**src/rtl/platform_mgr.sv**
```systemverilog
// Platform slot manager: scrolls ten platforms downward once per frame
// and recycles any that fall off the bottom to a pseudo-random column.
module platform_mgr (
  input  logic        clk,
  input  logic        rst,
  input  logic        frame_tick,
  input  logic [4:0]  scroll_amt,
  output logic [89:0] plat_x,
  output logic [89:0] plat_y,
  output logic        busy,
  output logic        done,
  output logic        overrun,
  output logic [15:0] respawns
);

  localparam logic [9:0] SCREEN_H = 10'd480;
  localparam logic [8:0] X_MAX    = 9'd450;
  localparam int         SLOTS    = 10;

  localparam logic [1:0] S_IDLE = 2'd0;
  localparam logic [1:0] S_WALK = 2'd1;
  localparam logic [1:0] S_FIN  = 2'd2;

  logic [1:0]  r_state;
  logic [3:0]  r_idx;
  logic [4:0]  r_amt;
  logic [15:0] r_lfsr;
  logic [15:0] r_resp;
  logic [8:0]  r_x [SLOTS];
  logic [8:0]  r_y [SLOTS];

  logic        w_fb;
  logic [15:0] w_lfsr_nxt;
  logic [8:0]  w_r;
  logic [8:0]  w_cand;
  logic [8:0]  w_ycur;
  logic [9:0]  w_sum;
  logic        w_wrap;
  logic [8:0]  w_y_wrap;

  // Right-shifting Fibonacci LFSR, taps 16,14,13,11
  assign w_fb       = r_lfsr[0] ^ r_lfsr[2] ^ r_lfsr[3] ^ r_lfsr[5];
  assign w_lfsr_nxt = {w_fb, r_lfsr[15:1]};

  // Fold out-of-range values back into the visible column range
  assign w_r    = r_lfsr[8:0];
  assign w_cand = (w_r <= X_MAX) ? w_r : (w_r - 9'd256);

  assign w_ycur   = r_y[r_idx];
  assign w_sum    = {1'b0, w_ycur} + {5'd0, r_amt};
  assign w_wrap   = (w_sum >= SCREEN_H);
  assign w_y_wrap = 9'(w_sum - SCREEN_H);

  assign busy     = (r_state != S_IDLE);
  assign done     = (r_state == S_FIN);
  assign overrun  = frame_tick & busy;
  assign respawns = r_resp;

  // Free-running random source, advances every cycle
  always_ff @(posedge clk) begin
    if (rst) r_lfsr <= 16'hACE1;
    else     r_lfsr <= w_lfsr_nxt;
  end

  // Walk FSM: one slot per cycle, then a single FIN cycle
  always_ff @(posedge clk) begin
    if (rst) begin
      r_state <= S_IDLE;
      r_idx   <= 4'd0;
      r_amt   <= 5'd0;
    end else begin
      case (r_state)
        S_IDLE: begin
          if (frame_tick) begin
            r_state <= S_WALK;
            r_amt   <= scroll_amt;
            r_idx   <= 4'd0;
          end
        end
        S_WALK: begin
          if (r_idx == 4'(SLOTS - 1)) r_state <= S_FIN;
          else                        r_idx   <= r_idx + 4'd1;
        end
        S_FIN:   r_state <= S_IDLE;
        default: r_state <= S_IDLE;
      endcase
    end
  end

  // Slot positions, updated in place during the walk
  always_ff @(posedge clk) begin
    if (rst) begin
      for (int i = 0; i < SLOTS; i++) begin
        r_x[i] <= 9'(40 + 45 * i);
        r_y[i] <= 9'(48 * i);
      end
    end else if (r_state == S_WALK) begin
      if (w_wrap) begin
        r_y[r_idx] <= w_y_wrap;
        r_x[r_idx] <= w_cand;
      end else begin
        r_y[r_idx] <= w_sum[8:0];
      end
    end
  end

  // Saturating recycle counter
  always_ff @(posedge clk) begin
    if (rst) begin
      r_resp <= 16'd0;
    end else if (r_state == S_WALK && w_wrap && r_resp != 16'hFFFF) begin
      r_resp <= r_resp + 16'd1;
    end
  end

  // Flatten slot arrays onto the packed output buses
  always_comb begin
    plat_x = '0;
    plat_y = '0;
    for (int i = 0; i < SLOTS; i++) begin
      plat_x[9*i +: 9] = r_x[i];
      plat_y[9*i +: 9] = r_y[i];
    end
  end

endmodule

```
**config.mk**
```make
export PLATFORM = sky130hd
export DESIGN_NAME = platform_mgr
export DESIGN_NICKNAME = d
export VERILOG_FILES = /design/src/rtl/platform_mgr.sv
export SDC_FILE = /design/constraint.sdc
export NUM_CORES = 1
export LEC_CHECK = 0
export ABC_AREA = 1
export CAP_MARGIN = 15
export CORE_MARGIN = 3
export CORE_UTILIZATION = 40
export CTS_BUF_LIST = sky130_fd_sc_hd__clkbuf_8
export CTS_CLUSTER_DIAMETER = 80
export DETAILED_ROUTE_END_ITERATION = 10
export GPL_TIMING_DRIVEN = 0
export HOLD_SLACK_MARGIN = 0.1
export PLACE_DENSITY = 0.66
export SYNTH_ARGS = -nofsm -noshare
export SYNTH_HDL_FRONTEND = slang
export SYNTH_SLANG_ARGS = --single-unit
```
**constraint.sdc**
```tcl
create_clock -name clk -period 6.84 [get_ports clk]
set_clock_uncertainty 0.1 [all_clocks]
set_input_delay 2.052 -clock clk [delete_from_list [all_inputs] [get_ports clk]]
set_output_delay 2.052 -clock clk [all_outputs]
set_load 0.01 [all_outputs]
```
==> insert_results.sql <==
INSERT INTO impl_metrics (metric_group, metric, value, unit) VALUES
('outcome', 'outcome', 'finished clean', ''),
('clock_network', 'cts.hold.buffers_added', '0', ''),
('global_route', 'pin_count_of_the_biggest_net_entering_global_routing', '14', ''),
('timing', 'rsz0062_at_grt', 'no', ''),
('clock_network', 'root_buffer', 'clkbuf_8', ''),
('floorplan', 'number_of_standard_cell_rows_in_the_floorplan', '63', ''),
('place', 'detailed_place_hpwl', '26.5', 'mm'),
('finish', 'antenna-diode-count', '0', ''),
('synth', 'synth_area', '12100', 'µm²'),
('global_route', 'grt_pass1_wl', '57.2', 'mm'),
('synth', 'number_of_enable_type_register_cells_in_the_synthesized_netlist', '234', ''),
('clock_network', 'cts_inserted_buffers', '46', ''),
('synth', 'ys_async_sr_fraction', '0', '%'),
('timing', 'setup_viol_count_final', '0', ''),
('setup_path', 'worstSetupStartpoint', 'rst', ''),
('synth', 'ys_dominant_reg_cell', 'edfxtp_1', ''),
('place', 'globalplace.congestion', '0.912', ''),
('synth', 'most_numerous_cell_in_the_yosys_netlist', 'edfxtp_1', ''),
('global_route', 'gr-total-overflow', '0', ''),
('setup_path', 'critical_path.endpoint_type', 'flop', ''),
('finish', 'layout.filler_cells', '2628', ''),
('synth', 'synth_area_per_cell', '10.3', 'µm²'),
('power', 'leakage', '5.89', 'nW'),
('finish', 'finish.net_count', '1447', ''),
('synth', 'synth_compound_area_share', '6.17', '%'),
('timing', 'timing.final.crit_share', '81.8', '%'),
('routing', 'ant_nets', '0', ''),
('timing', 'final.hold.worst_slack', '304', 'ps'),
('finish', 'final_layout_size_suffix_gt1_share', '7.26', '%'),
('synth', 'synth.yosys.seq_area_share', '65.9', '%'),
('clock_network', 'cts-htree-levels', '2', ''),
('floorplan', 'coreArea', '29700', 'µm²'),
('synth', 'netlist-cell-type-count', '38', ''),
('routing', 'detailedRoute.firstIterationViolations', '1089', ''),
('setup_path', 'critical_path_peak_fanout', '10', ''),
('synth', 'netlist_instances', '1173', ''),
('clock_network', 'clkSinkCount', '281', ''),
('timing', 'fmax', '0.179', 'GHz'),
('timing', 'final_critical_path_time_including_i_o_delays_and_setup', '5590', 'ps'),
('setup_path', 'worstSetupPathType', 'in2reg', ''),
('synth', 'ys.warnings.count', '0', ''),
('synth', 'synthMuxAreaShare', '0', '%'),
('timing', 'final_max_slew_viol_count', '0', ''),
('clock_network', 'post_cts_resize_count', '0', ''),
('place', 'pre_cts_ws', '833', 'ps'),
('clock_network', 'clk_pin_slew_worst_paths', '60', 'ps'),
('finish', 'area_delta_synth_final', '28.7', '%'),
('routing', 'post_drt_via_cell_ratio', '5.25', ''),
('timing', 'worstMarginPinSlew', '1240', 'ps'),
('timing', 'final_hold_violating_endpoints', '0', ''),
('clock_network', 'clkLatencyLatePin', '580', 'ps'),
('setup_path', 'timing.critical_path.from_type', 'primary input', ''),
('hold_path', 'min-delay-start', 'r_lfsr[13]', ''),
('finish', 'instances_no_fill', '1851', ''),
('hold_path', 'min-delay-path-class', 'reg2reg', ''),
('routing', 'routed_wire_length_per_instance', '20.4', 'µm'),
('power', 'vdd_drop_max', '0.000193', 'V'),
('routing', 'drt-total-wl', '37.8', 'mm'),
('timing', 'slew-limit-headroom', '17.0', '%'),
('place', 'placed_cell_area', '14700', 'µm²'),
('synth', 'synthTopCellsByArea', 'edfxtp_1 58%, dfxtp_1 7.8%, nand2_1 6.8%', ''),
('clock_network', 'post-cts-setup-buffers', '0', ''),
('timing', 'timing.final.ws_setup', '1250', 'ps'),
('floorplan', 'dieHeight', '180', 'µm'),
('synth', 'synth_top_area_share', '58.1', '%'),
('run', 'cap_viol_max_count', '0', ''),
('synth', 'yosys.area_share.simple', '19.0', '%'),
('place', 'placement.io_buffers', '206', ''),
('synth', 'synthAdderAreaFrac', '1.10', '%'),
('floorplan', 'boundaryPins', '207', ''),
('floorplan', 'chipWidth', '180', 'µm');
==> cell families after synthesis <==
logic type / after synthesis
xor gates and xnor gates: 17
DFF: 281
and+or+nand+nor: 539
buffers and inverters: 197
adders and majority gates: 10
AOI/OAI and AO/OA: 129
==> layout by cell type, fill, tap and decap left out, types with 10 or more instances in the layout <==
cell | Yosys | final
o221ai_1 | 14 | 14
nand3_1 | 61 | 61
clkbuf_1 | 27 | 27
nor3_1 | 13 | 12
inv_1 | 143 | 159
a21oi_1 | 33 | 32
nand4_1 | 22 | 22
clkinv_1 | 8 | 15
nand2_1 | 220 | 220
clkdlybuf4s50_1 | 0 | 206
dfxtp_1 | 47 | 47
nor2_1 | 188 | 188
xor2_1 | 15 | 15
clkbuf_8 | 0 | 53
edfxtp_1 | 234 | 234
o21ai_0 | 58 | 57
o211ai_1 | 10 | 10
==> layer usage <==
| layer | share of wire [%] | GRT usage [%] |
|---|---|---|
| met2 | 47 | 36.9 |
| met1 | 40 | 31.0 |
| met3 | 10 | 4.47 |
| met4 | 3.1 | 7.86 |
| met5 | 0.034 | 0 |
==> registers in the layout, indices dropped and copies added, names as in the netlist, named ones only <==
register	cells
r_amt	5
r_idx	4
r_lfsr	16
r_state	2
r_x	90
r_y	144
respawns	16
==> worst paths after layout <==
path,end,slack [ps],cells after the start
worst max-delay path,r_x[2][0],1250,10
worst min-delay path,r_lfsr[12],300,2
worst max register to register,r_x[9][8],1290,23
worst min register to register,r_lfsr[12],300,2
==> where the power goes <==
| part | switching (mW) | internal, mW | total (mW) | leakage (nW) |
|---|---|---|---|---|
| Combinational | 0.255 | 0.124 | 0.380 | 2.86 |
| Clock | 0.669 | 0.779 | 1.45 | 0.515 |
| Sequential | 0.0270 | 1.90 | 1.92 | 2.51 |
==> through the flow <==
step	utilization (%)	power, mW
2_1_floorplan	-	2.16
3_3_place_gp	49.3	2.33
3_5_place_dp	49.3	2.33
4_1_cts	52.3	3.76
5_1_grt	52.3	3.87
6_report	52.3	3.75
==> layout make-up <==
class	count	area [µm²]	share of cell area, %
clock inverter	27	164	1.05
buffer	41	204	1.31
multi-input combinational	695	3340	21.5
sequential	281	7970	51.2
inverter	156	586	3.76
tap	390	488	3.14
timing repair buffer	208	2080	13.4
clock buffer	53	729	4.69
==> critical path, cell delays in order <==
cell and delay [ps]:
clkdlybuf4s50_1 450, nor2_2 380, inv_2 200, nor2_1 170, inv_1 80, nor2_1 100
inv_1 90, nor2_1 510, clkinv_1 690, o21ai_1 940
(Power assumes the default switching activity.)
